==> src/rtl/decode_queue.sv <==
// rtl/decode_queue.sv - decodes fetched instructions on entry and queues the decoded bundles for execute
module decode_queue #(
  parameter int XLEN       = 32,
  parameter int REG_W      = 5,
  parameter int IMM_W      = 17,
  parameter int FIFO_DEPTH = 2
) (
  input  logic                            clock,
  input  logic                            reset,
  input  logic                            flush,
  input  logic                            in_valid,
  output logic                            in_ready,
  input  logic [XLEN-1:0]                 in_instr,
  input  logic [XLEN-1:0]                 in_pc,
  output logic                            out_valid,
  input  logic                            out_ready,
  output logic [XLEN-1:0]                 out_pc,
  output logic [4:0]                      opcode,
  output logic [REG_W-1:0]                rd,
  output logic [REG_W-1:0]                rs,
  output logic [REG_W-1:0]                rt,
  output logic [4:0]                      shamt,
  output logic [4:0]                      alu_op,
  output logic [XLEN-1:0]                 immediate,
  output logic [XLEN-1:0]                 target,
  output logic                            r_type,
  output logic                            i_type,
  output logic                            ji_type,
  output logic                            jii_type,
  output logic                            illegal,
  output logic [$clog2(FIFO_DEPTH):0]     count
);

  localparam int PW = $clog2(FIFO_DEPTH);
  localparam int CW = PW + 1;

  typedef struct packed {
    logic [XLEN-1:0]  pc;
    logic [4:0]       opcode;
    logic [REG_W-1:0] rd;
    logic [REG_W-1:0] rs;
    logic [REG_W-1:0] rt;
    logic [4:0]       shamt;
    logic [4:0]       alu_op;
    logic [XLEN-1:0]  immediate;
    logic [XLEN-1:0]  target;
    logic             r_type;
    logic             i_type;
    logic             ji_type;
    logic             jii_type;
    logic             illegal;
  } entry_t;

  entry_t          mem [FIFO_DEPTH];
  entry_t          dec;
  entry_t          head;
  logic [PW-1:0]   wr_ptr;
  logic [PW-1:0]   rd_ptr;
  logic [4:0]      opc;
  logic            push;
  logic            pop;
  logic            is_r, is_j, is_bne, is_jal, is_jr, is_addi;
  logic            is_blt, is_sw, is_lw, is_setx, is_bex;

  assign in_ready  = (count < CW'(FIFO_DEPTH));
  assign out_valid = (count != '0);
  assign push      = in_valid & in_ready & ~flush;
  assign pop       = out_valid & out_ready & ~flush;

  assign opc     = in_instr[31:27];
  assign is_r    = (opc == 5'b00000);
  assign is_j    = (opc == 5'b00001);
  assign is_bne  = (opc == 5'b00010);
  assign is_jal  = (opc == 5'b00011);
  assign is_jr   = (opc == 5'b00100);
  assign is_addi = (opc == 5'b00101);
  assign is_blt  = (opc == 5'b00110);
  assign is_sw   = (opc == 5'b00111);
  assign is_lw   = (opc == 5'b01000);
  assign is_setx = (opc == 5'b10101);
  assign is_bex  = (opc == 5'b10110);

  always_comb begin
    dec           = '0;
    dec.pc        = in_pc;
    dec.opcode    = opc;
    dec.rd        = in_instr[26 -: REG_W];
    dec.shamt     = in_instr[11:7];
    dec.alu_op    = in_instr[6:2];
    dec.immediate = {{(XLEN-IMM_W){in_instr[IMM_W-1]}}, in_instr[IMM_W-1:0]};
    dec.target    = {{(XLEN-27){1'b0}}, in_instr[26:0]};
    // Branches and jr read the register that sits in the rd slot.
    if (is_bne || is_blt || is_jr) dec.rs = in_instr[26 -: REG_W];
    else                           dec.rs = in_instr[21 -: REG_W];
    if (is_bne || is_blt)          dec.rt = in_instr[21 -: REG_W];
    else if (is_sw)                dec.rt = in_instr[26 -: REG_W];
    else if (is_bex)               dec.rt = REG_W'(30);
    else                           dec.rt = in_instr[16 -: REG_W];
    dec.r_type   = is_r;
    dec.i_type   = is_addi | is_sw | is_lw | is_bne | is_blt;
    dec.ji_type  = is_j | is_jal | is_bex | is_setx;
    dec.jii_type = is_jr;
    dec.illegal  = ~(is_r | is_j | is_bne | is_jal | is_jr | is_addi |
                     is_blt | is_sw | is_lw | is_setx | is_bex);
  end

  // Storage is cleared on reset so the head (slot 0) drives zeros afterwards.
  always_ff @(posedge clock) begin
    if (reset) begin
      for (int i = 0; i < FIFO_DEPTH; i++) mem[i] <= '0;
    end else if (push) begin
      mem[wr_ptr] <= dec;
    end
  end

  always_ff @(posedge clock) begin
    if (reset || flush) begin
      wr_ptr <= '0;
      rd_ptr <= '0;
      count  <= '0;
    end else begin
      if (push) wr_ptr <= wr_ptr + PW'(1);
      if (pop)  rd_ptr <= rd_ptr + PW'(1);
      case ({push, pop})
        2'b10:   count <= count + CW'(1);
        2'b01:   count <= count - CW'(1);
        default: count <= count;
      endcase
    end
  end

  assign head      = mem[rd_ptr];
  assign out_pc    = head.pc;
  assign opcode    = head.opcode;
  assign rd        = head.rd;
  assign rs        = head.rs;
  assign rt        = head.rt;
  assign shamt     = head.shamt;
  assign alu_op    = head.alu_op;
  assign immediate = head.immediate;
  assign target    = head.target;
  assign r_type    = head.r_type;
  assign i_type    = head.i_type;
  assign ji_type   = head.ji_type;
  assign jii_type  = head.jii_type;
  assign illegal   = head.illegal;

endmodule

==> config.mk <==
export PLATFORM = sky130hd
export DESIGN_NAME = decode_queue
export DESIGN_NICKNAME = d
export VERILOG_FILES = /design/src/rtl/decode_queue.sv
export SDC_FILE = /design/constraint.sdc
export NUM_CORES = 1
export LEC_CHECK = 0
export ABC_CLOCK_PERIOD_IN_PS = 5400
export CORE_ASPECT_RATIO = 1.5
export CORE_UTILIZATION = 45
export CTS_CLUSTER_SIZE = 20
export DETAILED_ROUTE_END_ITERATION = 10
export GPL_TIMING_DRIVEN = 1
export PLACE_DENSITY = 0.75
export SYNTH_ARGS = -nofsm -noshare
export SYNTH_HDL_FRONTEND = slang
export SYNTH_SLANG_ARGS = --single-unit
==> constraint.sdc <==
create_clock -name clock -period 5.4 [get_ports clock]
set_input_delay 1.08 -clock clock [delete_from_list [all_inputs] [get_ports clock]]
set_output_delay 1.08 -clock clock [all_outputs]
set_load 0.01 [all_outputs]
==> results.cfg, run 1 <==
[outcome]
status = finished clean

[grt]
grt_pass1_vias = 5095
grt_max_degree = 127
grt-ovfl-total = 0
antenna_found_initial = 0
grt_pass1_wl_mm = 26.2
track_usage_pct = 19.8

[clocking]
cts_tree = yes
cts_root_buf = clkbuf_16
ctsResizeCount = 0
clk_latency_ns = 0.41
cts_buffer_depth = 2
ctsHtreeMaxLevel = 4
cts-hold-fix-buffers = 0
cts_setup_buffers = 0
clock-sinks = 163
clkTransAtPathRegs_ns = 0.06
cts_inserted_buffers = 17

[drt]
num_vias = 5066
ant_nets = 0
wl_mm = 17.2
drtIter0Drc = 325
wl_per_cell_um = 18.6
first_pass_iters = 7
drc = 0
via_per_inst = 5.48

[yosys]
synth_edf_count = 158
synth_mux_area_share_pct = 11.4
syn_inst = 574
synth-simple-area-share_pct = 14.7
synth_area_sq_mm = 0.00782
ys.warnings.count = 0
ys_async_sr_fraction_pct = 0
synth_compound_area_share_pct = 3.30
ys_types = 45
synth_seq_cells = 163
yosysSeqAreaShare_pct = 62.0
syn_avg_cell_area_sq_um = 13.6
synthAdderAreaFrac_pct = 0.160
yosys_most_used_dff = edfxtp_1
synth_top_family_by_area = simple AND/OR/NAND/NOR gates
synth_xor_area_share_pct = 0.672

[setup_path]
crit_required_ns = 4.32
path_max_fanout = 79
arrival_ns = 2.59
crit_type = reg -> out
crit_buf_inv = 1
cp_cell_sequence = mux2_2 -> clkdlybuf4s50_1
critPathLaunchType = flop
slowest_delay_ns = 1.07
endpoint_kind = output port
critPathSlowestCell = dfxtp_4
critPathTopFamily = flip-flops

[timing]
finalCritPeriodShare_pct = 68.0
tns_ns = 0
clock_skew_ns = 0.00750
setup_viol = 0
setup_ws_ns = 1.73
hold-worst-slack_ns = 0.525
slew_headroom_pct = 27.3
min_period_ns = 3.67
max_freq_mhz = 273
tightest_slew_ns = 1.09
slew_violations = 0
hold_viol = 0
rsz0062_at_grt = no

[floorplan]
initial_core_util_pct = 46.2
rows = 58
die_x_um = 110
io_pins = 204
die_area_sq_mm = 0.0179
die_height_um = 163
core-area_sq_mm = 0.0169

[power]
pwr-share-comb_pct = 13.2
p_leak_nw = 4.03
ir_worst_vdd_mv = 0.143
internal_power_mw = 2.32
sw_frac_of_total_pct = 23.5
pwr_density_cell_mw_per_mm2 = 300
p_switching_uw = 710
pwr-share-clk_pct = 38.0
seqPwrFrac_pct = 48.8

[min_path]
hold_path.class = reg -> reg

[final_layout]
nets = 772
fill_cells = 1361
diodes = 0
layoutNonFillerInstCount = 925
layout-drive-gt1-share_pct = 17.6
areaGrowthSynthToFinish_pct = 29.1

[run]
max-cap-violations = 0

[placed_design]
placed_cells = 893
numPortBuffers = 198
dp_hpwl_mm = 10.9
preCtsSetupSlack_ns = 1.85
routabilityCongestion = 0.782
[cells in the mapped netlist, drive strengths merged, types with 5 or more instances]
master    n  share of area, %
a221oi    8              0.90
edfxtp  158                61
buf      61               5.8
inv       5              0.24
nand2b    5              0.40
clkbuf   34               1.7
nor2     20              0.96
a21oi    12              0.77
nand3     5              0.32
dfxtp     5               1.3
and3    122               9.8
o21ai     7              0.45
mux2     79                11
nor3     11              0.70
[registers in the layout, indices dropped and copies added, names as in the netlist, named ones only]
name	cells
wr_ptr	1
mem	158
count	2
rd_ptr	1
[through the flow]
step | utilization, % | area [sq um] | total power [mW]
after detailed placement | 56.3 | 9520 | 1.91
after floorplan | - | 7830 | 1.71
after global placement | 56.3 | 9520 | 1.89
after global routing | 59.7 | 10100 | 3.13
after CTS | 59.7 | 10100 | 3.05
final | 59.7 | 10100 | 3.03
[layer usage]
layer	vias up	GRT usage, %	wire length (um)
li1	2361	-	-
met1	2464	22.9	6560
met2	215	35.6	9250
met3	26	3.47	976
met4	0	8.18	414
met5	-	0	0
[power by group through the flow]
stage          clock, mW  sequential, mW  combinational, mW
2_1_floorplan          0            1.50              0.208
3_3_place_gp           0            1.50              0.394
3_5_place_dp           0            1.50              0.401
4_1_cts             1.17            1.48              0.403
5_1_grt             1.22            1.48              0.428
6_report            1.15            1.48              0.400
[worst paths after layout]
kind | start | end | slack, ns | cells past startpoint
worst min register to register | rd_ptr$_SDFFE_PP0P_ | flop | 0.52 | 2
worst max register to register | wr_ptr$_SDFFE_PP0P_ | mem[0][117]$_SDFFCE_PN0P_ | 3.01 | 2
worst min-delay path | rd_ptr$_SDFFE_PP0P_ | flop | 0.52 | 2
worst max-delay path | flop | immediate[28] | 1.73 | 2
[worst min-delay path, stage by stage, from the launching register on]
cell and delay [ns]:
dfxtp_1 0.34, xor2_1 0.08, nor2_1 0.07
[cell families (layout without fill, tap and decap cells)]
kind of cell | count (synthesis) | count (layout)
AO/OA/AOI/OAI | 39 | 39
flip-flops | 163 | 163
other | 1 | 5
buffers and inverters | 101 | 238
adder cells (fa/ha/maj) | 1 | 1
multiplexers | 79 | 79
AND/OR/NAND/NOR | 184 | 184
XOR/XNOR | 6 | 6
[cells in the final DEF (no fill, tap or decap), types with 4 or more instances in the layout]
cell and instances:
clkdlybuf4s50_1 198, edfxtp_1 158, and3_1 122, mux2_2 79, nor2_1 20, clkbuf_16 17
a21oi_1 12, nor3_1 11, a221oi_1 8, o21ai_0 7, clkinvlp_4 6, inv_1 5
nand3_1 5, nand2b_1 5, conb_1 5, inv_6 5, xor2_1 4
[layout make-up]
type | instances | area, sq um | area share [%]
multi-input combinational | 314 | 2390 | 23.7
clock inverter | 15 | 146 | 1.45
clock buffer | 17 | 425 | 4.21
inverter | 6 | 22.5 | 0.223
sequential | 163 | 4850 | 48.0
tap | 210 | 263 | 2.60
timing repair buffer | 200 | 2000 | 19.8
(Power assumes the default switching activity.)
==> run 2, diff against run 1 <==
--- a/config.mk
+++ b/config.mk
@@ -5,7 +5,7 @@
 export SDC_FILE = /design/constraint.sdc
 export NUM_CORES = 1
 export LEC_CHECK = 0
-export ABC_CLOCK_PERIOD_IN_PS = 5400
+export ABC_CLOCK_PERIOD_IN_PS = 3400
 export CORE_ASPECT_RATIO = 1.5
 export CORE_UTILIZATION = 45
 export CTS_CLUSTER_SIZE = 20
==> constraint.sdc (replaced) <==
create_clock -name clock -period 3.4 [get_ports clock]
set_input_delay 0.68 -clock clock [delete_from_list [all_inputs] [get_ports clock]]
set_output_delay 0.68 -clock clock [all_outputs]
set_load 0.01 [all_outputs]
==> run 2 against run 1 <==
Routed wire length rose by 2.2%. Global-route usage rose by 0.17 points. Clock skew rose by 0.0013 ns. Critical path type unchanged. Critical endpoint is now target[25]. Largest power group unchanged.
==> results.cfg, run 2 (synthesis results as in run 1) <==
[final_layout]
multi_input_area_sq_mm = 0.00239
fill_cells = 1314
largest_reg_flops = 158
areaGrowthSynthToFinish_pct = 31.2
regArea_sq_mm = 0.00485
layout_common_cells = 198 x clkdlybuf4s50_1, 158 x edfxtp_1, 122 x and3_1, 79 x mux2_2, 20 x nor2_1
diodes = 0
largest_register = mem
top_regs = mem: 158 flops, count: 2 flops
nets = 779
final_common_cell = clkdlybuf4s50_1
layout-drive-gt1-share_pct = 18.2
fin_util_pct = 60.6

[setup_path]
crit_type = reg -> out
r2r-start = count[1]$_SDFFE_PP0P_
arrival_ns = 2.27
endpoint_kind = output port
crit_cells = 3
slowest_delay_ns = 0.66
critPathLaunchType = flop
critPathTopFamily = buffers and inverters
crit_buf_inv = 2
r2r_end = count[1]$_SDFFE_PP0P_
path_max_fanout = 35
endpoint = target[25]
cp_cell_sequence = buf_4 -> mux2_2 -> clkdlybuf4s50_1
crit_required_ns = 2.72
rr_worst_depth = 5
critPathSlowestCell = dfxtp_4
rrSetupSlack_ns = 1.34

[clocking]
cts_inserted_buffers = 17
cts_buffer_depth = 2
cts_tree = yes
clkTransAtPathRegs_ns = 0.06
cts-hold-fix-buffers = 0
cts_root_buf = clkbuf_16
clk_latency_ns = 0.41
ctsResizeCount = 0
ctsHtreeMaxLevel = 4
cts_setup_buffers = 0
clock-sinks = 163

[run]
max-cap-violations = 0

[floorplan]
io_pins = 204
die_x_um = 110
core-area_sq_mm = 0.0169
rows = 58
die_height_um = 163
initial_core_util_pct = 46.2
die_area_sq_mm = 0.0179

[drt]
drtIter0Drc = 372
drc = 0
ant_nets = 0
wl_mm = 17.6
wl_per_cell_um = 18.9
num_vias = 5167
first_pass_iters = 5
via_per_inst = 5.55

[timing]
hold-worst-slack_ns = 0.524
clock_skew_ns = 0.00883
tightest_slew_ns = 0.700
setup_viol = 0
max_freq_mhz = 339
min_period_ns = 2.95
slew_violations = 0
tns_ns = 0
slew_headroom_pct = 53.2
rsz0062_at_grt = no
setup_ws_ns = 0.452
finalCritPeriodShare_pct = 86.7
hold_viol = 0

[outcome]
status = finished clean

[placed_design]
dp_hpwl_mm = 11.4
numPortBuffers = 198
routabilityCongestion = 0.826
preCtsSetupSlack_ns = 0.564

[power]
ir_worst_vdd_mv = 0.288
fin_total_pwr_mw = 4.97
p_leak_nw = 4.12
pwr_density_cell_mw_per_mm2 = 485

[grt]
grt_pass1_wl_mm = 26.7
grt-ovfl-total = 0
grt_max_degree = 127
antenna_found_initial = 0
track_usage_pct = 20.0
grt_pass1_vias = 5125

[min_path]
hold_path.class = reg -> reg
[run 2: worst min path at each step]
stage / startpoint / end / slack, ns / depth (start not counted)
after floorplan: rd_ptr$_SDFFE_PP0P_ / flop / 0.47 / 2
after global placement: rd_ptr$_SDFFE_PP0P_ / rd_ptr$_SDFFE_PP0P_ / 0.49 / 2
after detailed placement: rd_ptr$_SDFFE_PP0P_ / rd_ptr$_SDFFE_PP0P_ / 0.51 / 2
after CTS: rd_ptr$_SDFFE_PP0P_ / rd_ptr$_SDFFE_PP0P_ / 0.53 / 2
after global routing: rd_ptr$_SDFFE_PP0P_ / rd_ptr$_SDFFE_PP0P_ / 0.57 / 2
final: rd_ptr$_SDFFE_PP0P_ / rd_ptr$_SDFFE_PP0P_ / 0.52 / 2
[run 2: where the power goes]
group	internal, mW	switching (mW)	total (mW)
combinational	0.352	0.297	0.649
sequential	2.31	0.0322	2.35
clock	1.23	0.751	1.98
[run 2: through the flow]
| stage | area [sq um] | instances |
|---|---|---|
| 2_1_floorplan | 7830 | 578 |
| 3_3_place_gp | 9640 | 900 |
| 3_5_place_dp | 9640 | 900 |
| 4_1_cts | 10300 | 931 |
| 5_1_grt | 10300 | 931 |
| 6_report | 10300 | 931 |
[run 2: area by class of cell]
| type | count | share of cell area, % |
|---|---|---|
| Sequential cell | 163 | 47.3 |
| Multi-Input combinational cell | 314 | 23.3 |
| Timing Repair Buffer | 207 | 20.6 |
| Clock buffer | 18 | 4.19 |
| Tap cell | 210 | 2.56 |
| Clock inverter | 13 | 1.81 |
| Inverter | 6 | 0.220 |
[run 2: worst register-to-register path: cells and delay by family (launching register included)]
kind / cells / cell delay, ns
AOI/OAI and AO/OA: 1 / 0.14
adders and majority gates: 1 / 0.36
buffers and inverters: 1 / 0.12
DFF: 1 / 0.39
and+or+nand+nor: 2 / 1.00
[run 2: metal layers]
metal | global-route usage [%] | vias up | part of all wire (%)
met1 | 24.0 | 2554 | 38
met2 | 35.0 | 208 | 54
met5 | 0 | - | 0
met3 | 3.99 | 29 | 5.6
met4 | 7.33 | 0 | 2.2
li1 | - | 2376 | -
